File: config.mk
export PLATFORM = sky130hd
export DESIGN_NAME = dsp48a1_mac_sequencer
export DESIGN_NICKNAME = d
export VERILOG_FILES = /design/src/rtl/dsp48a1_pkg.sv /design/src/rtl/dsp_issue_pipe.sv /design/src/rtl/dsp48a1_mac_sequencer.sv
export SDC_FILE = /design/constraint.sdc
export NUM_CORES = 1
export LEC_CHECK = 0
export ABC_AREA = 1
export ABC_CLOCK_PERIOD_IN_PS = 5750
export CORE_ASPECT_RATIO = 0.6
export CORE_MARGIN = 4
export CORE_UTILIZATION = 49
export CTS_CLUSTER_SIZE = 10
export DETAILED_ROUTE_END_ITERATION = 6
export PLACE_DENSITY = 0.89
export SLEW_MARGIN = 25
export SYNTH_ARGS = -nofsm -noshare
export SYNTH_HDL_FRONTEND = slang
export SYNTH_SLANG_ARGS = --single-unit
File: constraint.sdc
create_clock -name i_clk -period 5.75 [get_ports i_clk]
set_clock_uncertainty 0.15 [all_clocks]
set_input_delay 0.8625 -clock i_clk [delete_from_list [all_inputs] [get_ports i_clk]]
set_output_delay 0.8625 -clock i_clk [all_outputs]
set_load 0.03 [all_outputs]
File: src/rtl/dsp48a1_pkg.sv
// Shared OPMODE field layout, accumulate/hold opcodes and sequencer state
// encoding for the DSP48A1 MAC sequencer.
package dsp48a1_pkg;

    localparam int OPM_X_LSB      = 0;
    localparam int OPM_Z_LSB      = 2;
    localparam int OPM_PREADD_BIT = 4;
    localparam int OPM_PRESUB_BIT = 6;

    localparam logic [1:0] X_ZERO = 2'd0;
    localparam logic [1:0] X_M    = 2'd1;
    localparam logic [1:0] Z_ZERO = 2'd0;
    localparam logic [1:0] Z_P    = 2'd2;

    localparam logic [7:0] OP_FIRST = (8'(X_M)    << OPM_X_LSB) | (8'(Z_ZERO) << OPM_Z_LSB);
    localparam logic [7:0] OP_ACC   = (8'(X_M)    << OPM_X_LSB) | (8'(Z_P)    << OPM_Z_LSB);
    localparam logic [7:0] OP_HOLD  = (8'(X_ZERO) << OPM_X_LSB) | (8'(Z_P)    << OPM_Z_LSB);

    localparam int P_LAT_DEFAULT = 3;

    typedef enum logic [1:0] {
        ST_IDLE   = 2'd0,
        ST_ACCUM  = 2'd1,
        ST_DRAIN  = 2'd2,
        ST_RESULT = 2'd3
    } mac_state_e;

    // Merge the job's pre-adder settings into an X/Z opcode.
    function automatic logic [7:0] with_preadd(input logic [7:0] op,
                                               input logic       use_pre,
                                               input logic       sub);
        logic [7:0] w_op;
        w_op                 = op;
        w_op[OPM_PREADD_BIT] = use_pre;
        w_op[OPM_PRESUB_BIT] = sub;
        return w_op;
    endfunction

endpackage

File: src/rtl/dsp_issue_pipe.sv
// Tracks issued tuples through the slice pipeline: selects the OPMODE that
// must follow each tuple and reports when nothing is left in flight.
module dsp_issue_pipe
    import dsp48a1_pkg::*;
#(
    parameter int P_LAT = P_LAT_DEFAULT
) (
    input  logic       i_clk,
    input  logic       i_rstn,
    input  logic       i_issue,
    input  logic       i_first,
    output logic [7:0] o_opmode_xz,
    output logic       o_drained
);

    logic [P_LAT-1:0] r_valid;
    // Only stage 0 needs the first flag: OPMODE is chosen one cycle after issue.
    logic             r_first;

    always_ff @(posedge i_clk or negedge i_rstn) begin
        if (!i_rstn) begin
            r_valid <= '0;
            r_first <= 1'b0;
        end else begin
            r_valid <= {r_valid[P_LAT-2:0], i_issue};
            r_first <= i_issue & i_first;
        end
    end

    always_comb begin
        o_opmode_xz = OP_HOLD;
        if (r_valid[0]) begin
            o_opmode_xz = r_first ? OP_FIRST : OP_ACC;
        end
    end

    // Empty once the last tuple's product has been added into P.
    assign o_drained = ~|r_valid;

endmodule

File: src/rtl/dsp48a1_mac_sequencer.sv
// Streams (A,B,D) tuples into a DSP48A1 slice configured as a signed MAC and
// returns the accumulated P once the slice pipeline has drained.
module dsp48a1_mac_sequencer
    import dsp48a1_pkg::*;
#(
    parameter int LEN_W = 16,
    parameter int P_LAT = P_LAT_DEFAULT
) (
    input  logic             i_clk,
    input  logic             i_rstn,
    input  logic             i_start,
    input  logic [LEN_W-1:0] i_len,
    input  logic             i_use_preadd,
    input  logic             i_pre_sub,
    output logic             o_busy,
    input  logic             i_s_valid,
    output logic             o_s_ready,
    input  logic [17:0]      i_s_a,
    input  logic [17:0]      i_s_b,
    input  logic [17:0]      i_s_d,
    output logic             o_r_valid,
    input  logic             i_r_ready,
    output logic [47:0]      o_r_data,
    output logic [17:0]      o_dsp_a,
    output logic [17:0]      o_dsp_b,
    output logic [17:0]      o_dsp_d,
    output logic [7:0]       o_dsp_opmode,
    output logic             o_dsp_ce,
    output logic             o_dsp_rst,
    input  logic [47:0]      i_dsp_p,
    output mac_state_e       o_dbg_state
);

    // Stream handshake: a tuple moves on an edge where S_VALID and S_READY are
    // both high; S_READY never depends on S_VALID. Result side likewise.
    mac_state_e       r_state;
    mac_state_e       w_next_state;
    logic [LEN_W-1:0] r_len;
    logic [LEN_W-1:0] r_issued;
    logic             r_preadd;
    logic             r_presub;
    logic             r_busy;
    logic             r_r_valid;
    logic [47:0]      r_r_data;
    logic [17:0]      r_dsp_a;
    logic [17:0]      r_dsp_b;
    logic [17:0]      r_dsp_d;
    logic [7:0]       r_dsp_opmode;
    logic             r_dsp_ce;
    logic             r_dsp_rst;

    logic             w_start;
    logic             w_xfer;
    logic             w_last_xfer;
    logic             w_res_done;
    logic [7:0]       w_pipe_op;
    logic             w_drained;

    assign w_start     = i_start && (r_state == ST_IDLE);
    assign o_s_ready   = (r_state == ST_ACCUM) && (r_issued < r_len);
    assign w_xfer      = i_s_valid && o_s_ready;
    // Compare before incrementing so LEN = all-ones never needs a wrapped count.
    assign w_last_xfer = w_xfer && (r_issued == r_len - 1'b1);
    assign w_res_done  = (r_state == ST_RESULT) && i_r_ready;

    dsp_issue_pipe #(
        .P_LAT (P_LAT)
    ) u_issue_pipe (
        .i_clk       (i_clk),
        .i_rstn      (i_rstn),
        .i_issue     (w_xfer),
        .i_first     (r_issued == '0),
        .o_opmode_xz (w_pipe_op),
        .o_drained   (w_drained)
    );

    always_ff @(posedge i_clk or negedge i_rstn) begin
        if (!i_rstn) begin
            r_state <= ST_IDLE;
        end else begin
            r_state <= w_next_state;
        end
    end

    always_comb begin
        w_next_state = r_state;
        case (r_state)
            ST_IDLE: begin
                if (i_start) begin
                    w_next_state = (i_len == '0) ? ST_RESULT : ST_ACCUM;
                end
            end
            ST_ACCUM:  if (w_last_xfer) w_next_state = ST_DRAIN;
            ST_DRAIN:  if (w_drained)   w_next_state = ST_RESULT;
            ST_RESULT: if (i_r_ready)   w_next_state = ST_IDLE;
            default:   w_next_state = ST_IDLE;
        endcase
    end

    always_ff @(posedge i_clk or negedge i_rstn) begin
        if (!i_rstn) begin
            r_len        <= '0;
            r_issued     <= '0;
            r_preadd     <= 1'b0;
            r_presub     <= 1'b0;
            r_busy       <= 1'b0;
            r_r_valid    <= 1'b0;
            r_r_data     <= '0;
            r_dsp_a      <= '0;
            r_dsp_b      <= '0;
            r_dsp_d      <= '0;
            r_dsp_opmode <= OP_HOLD;
            r_dsp_ce     <= 1'b0;
            r_dsp_rst    <= 1'b1;
        end else begin
            r_dsp_rst <= 1'b0;
            r_dsp_ce  <= 1'b1;
            // Bubbles feed zeros so a stray accumulate could never add garbage.
            r_dsp_a   <= w_xfer ? i_s_a : '0;
            r_dsp_b   <= w_xfer ? i_s_b : '0;
            r_dsp_d   <= w_xfer ? i_s_d : '0;

            if (w_start) begin
                r_len    <= i_len;
                r_preadd <= i_use_preadd;
                r_presub <= i_pre_sub;
                r_issued <= '0;
                r_busy   <= 1'b1;
                if (i_len == '0) begin
                    r_r_data  <= '0;
                    r_r_valid <= 1'b1;
                end
            end else if (w_xfer) begin
                r_issued <= r_issued + 1'b1;
            end

            if ((r_state == ST_DRAIN) && w_drained) begin
                r_r_data  <= i_dsp_p;
                r_r_valid <= 1'b1;
            end

            if (w_res_done) begin
                r_r_valid <= 1'b0;
                r_busy    <= 1'b0;
            end

            // Pre-adder bits go out with START so the slice has them registered
            // before the first tuple reaches its B1 stage.
            if (w_start) begin
                r_dsp_opmode <= with_preadd(OP_HOLD, i_use_preadd, i_pre_sub);
            end else if ((r_state == ST_ACCUM) || (r_state == ST_DRAIN)) begin
                r_dsp_opmode <= with_preadd(w_pipe_op, r_preadd, r_presub);
            end else if (w_res_done) begin
                r_dsp_opmode <= OP_HOLD;
            end
        end
    end

    assign o_busy       = r_busy;
    assign o_r_valid    = r_r_valid;
    assign o_r_data     = r_r_data;
    assign o_dsp_a      = r_dsp_a;
    assign o_dsp_b      = r_dsp_b;
    assign o_dsp_d      = r_dsp_d;
    assign o_dsp_opmode = r_dsp_opmode;
    assign o_dsp_ce     = r_dsp_ce;
    assign o_dsp_rst    = r_dsp_rst;
    assign o_dbg_state  = r_state;

endmodule

==> impl_metrics.ini <==
[run_status]
status = finished, final reports clean

[clock_tree]
cts_root_buf = clkbuf_16
post_cts_resized = 0
cts_tree = built
clk_latency_ps = 400
cts_setup_buffers = 0
cts_hold_buf = 0
cts.sink_count = 150
cts_made_buffers = 17
h-tree-depth = 4
clock_path_buffers = 2
clk_pin_slew_worst_paths_ps = 60

[worst_setup_path]
ff2ff_setup_slack_ps = 2650
critPathRequiredTime_ps = 4740
r2r_start = r_len[7]
critical_path.endpoint_type = output pin
rr_endpoint = r_issued[6]
start_kind = flip-flop
cp_max_fo = 6
cp.arrival_ps = 2580
ff2ff_path_depth = 13
path_class = reg2out

[logic_synthesis]
post_synth_num_cell_types = 40
syn_avg_cell_area_um2 = 8.534
syn_area_um2 = 7041
synth_mux_area_share_pct = 0
ys_seq_area_share_pct = 53.35
syn_inst = 825
synth_top_family_by_area = simple AND/OR/NAND/NOR gates
ys_warn_count = 0
synth_compound_area_share_pct = 8.744
ys_seq_elements = 150
synthXorXnorAreaFrac_pct = 1.617
synthSimpleGateAreaFrac_pct = 17.82
synthAdderAreaFrac_pct = 4.265

[sta]
fin_crit_sh_pct = 62.44
worstMarginPinSlew_ps = 1019
rsz0062_at_grt = no
slew_headroom_pct = 32.00
period_minus_slack_ps = 3590
fmax_mhz = 278.5
finalMaxSlewViolations = 0
finalSetupViolCount = 0
tns_ps = 0
report.final.hold_viol_count = 0

[place]
io_buffers = 237
place_inst = 1233
gp_congestion = 0.9183
place_hpwl_um = 15270

[min_path]
hp-start = u_issue_pipe.r_valid[1]
min_to = u_issue_pipe.r_valid[2]
hold_path.class = reg2reg
whs_path_depth = 0

[layout]
drive_above_1_share_pct = 6.058
layout.cells.most_common = clkdlybuf4s50_1
nets = 1209
diodes = 0
final_cell_count_no_fill = 1265
fin_util_pct = 73.06
nFillCells = 1030
final_cell_mix = clkdlybuf4s50_1 (236), inv_1 (220), dfrtp_1 (148)
area_delta_synth_final_pct = 43.97

[drt]
drt_iter0_markers = 542
drtAntennaViolNets = 0
num_vias = 6115
wirelength_um = 19690
drc_errors = 0
wl_per_cell_um = 15.57
viasPerCell = 4.834
drt_pass1_iterations = 4

[die]
num_rows = 33
fp.coreArea_um2 = 13870
fp.dieH_um = 100.9
io_pins = 242
die_x_um = 162.8
die_area_um2 = 16410
start_util_pct = 50.75

[global_routing]
antenna_found_initial = 0
grt_overflow = 0
grt_max_degree = 110
track_usage_pct = 23.95
grt_pass1_vias = 6060
grt_pass1_wl_um = 30950

[run]
maxCapViolCount = 0

[power]
powerDensity_nw_per_um2 = 496.7
peakVddDrop_v = 0.0002384
p_leak_nw = 5.169
[area by class of cell]
type                    count  area, um2  share of cell area (%)
multi-input cells         425       2323                   22.92
clock buffers              19      432.9                   4.271
flip-flops and latches    150       3756                   37.06
inverters                 226      848.3                   8.369
repair buffers            240       2399                   23.66
clock inverters            13      136.4                   1.346
well taps                 192      240.2                   2.370
[through the flow]
step                hold WS (ps)  power [mW]  setup slack, ps  area (um2)
floorplan                  204.3       3.041             3282        7056
global placement           210.0       3.907             2579        9564
detailed placement         217.9       3.975             2494        9564
CTS                        231.1       5.064             2162       10130
global route               250.0       5.332             2062       10140
finish                     228.2       5.035             2160       10140
[how the worst max path moves through the flow]
stage / from / cells past startpoint / to
global route: r_len[7] / 9 / o_s_ready
detailed placement: i_len[14] / 8 / o_r_data[4]
finish: r_len[7] / 9 / o_s_ready
global placement: i_len[0] / 6 / o_r_data[46]
floorplan: r_len[7] / 8 / o_s_ready
CTS: r_len[7] / 9 / o_s_ready
[cells by family (layout without fill, tap and decap cells)]
family	count (synthesis)	count (layout)
AND/OR/NAND/NOR	276	276
buffers and inverters	254	498
flip-flops	150	150
AO/OA/AOI/OAI	106	106
adder cells (fa/ha/maj)	24	24
XOR/XNOR	13	13
other	2	6
[state kept, by name, summed over array words and instances (netlist names)]
name	flops
o_r_data	48
o_dsp_a	18
o_dsp_b	18
o_dsp_d	18
r_issued	16
r_len	16
o_dsp_opmode	4
u_issue_pipe.r_valid	3
o_dbg_state	2
o_busy	1
o_dsp_ce	1
o_dsp_rst	1
o_r_valid	1
r_preadd	1
r_presub	1
u_issue_pipe.r_first	1
[Yosys cell counts]
library cell / instances / area, um2
a21o_1: 1 / 7.510
o22ai_1: 48 / 300.3
nor2_8: 1 / 20.02
buf_2: 7 / 35.03
o21ai_1: 3 / 15.01
a41oi_1: 1 / 8.760
a221oi_1: 1 / 8.760
nor2_4: 5 / 56.30
nor4_1: 4 / 25.02
a21oi_1: 17 / 85.08
inv_1: 220 / 825.8
nor2_2: 5 / 31.28
buf_6: 2 / 22.52
clkinv_1: 2 / 7.510
o21bai_1: 1 / 7.510
dfrtp_1: 148 / 3704
xnor2_1: 11 / 96.34
clkbuf_1: 15 / 56.30
a21boi_1: 1 / 7.510
buf_4: 4 / 30.03
and3_1: 1 / 6.260
ha_1: 24 / 300.3
nand4_1: 8 / 50.05
nor2_1: 89 / 334.1
nand3b_1: 5 / 37.54
nand2_4: 3 / 33.78
o21a_1: 2 / 15.01
conb_1: 2 / 7.510
xor2_1: 2 / 17.52
nand3_1: 26 / 130.1
nor4_2: 1 / 12.51
o21ai_0: 30 / 150.1
nor3_1: 5 / 25.02
nand2_2: 5 / 31.28
nand2_1: 115 / 431.7
a32o_1: 1 / 10.01
inv_2: 4 / 15.01
nor3_2: 1 / 10.01
dfstp_2: 2 / 52.55
nand3_2: 2 / 20.02
[per-layer routing]
metal / share of wire (%) / global-route usage, % / up-vias
met4: 1.1 / 5.219 / 0
met3: 12 / 9.358 / 16
met1: 42 / 32.81 / 2880
li1: - / - / 2958
met5: 0 / 0 / -
met2: 45 / 36.56 / 261
[worst max-delay path, stage by stage, from the launching register on]
cell and delay [ps]:
dfrtp_1 530, inv_1 80, ha_1 310, a21oi_1 140, a21boi_1 190, nand2_1 60, nand2_1 70, nand2_2 70
inv_1 50, clkdlybuf4s50_1 660
[power breakdown]
| part | switching, mW | internal, mW |
|---|---|---|
| clock | 0.456 | 0.610 |
| combinational | 1.43 | 0.901 |
| sequential | 0.244 | 1.39 |
| total | 2.13 | 2.90 |
(Power assumes the default switching activity.)
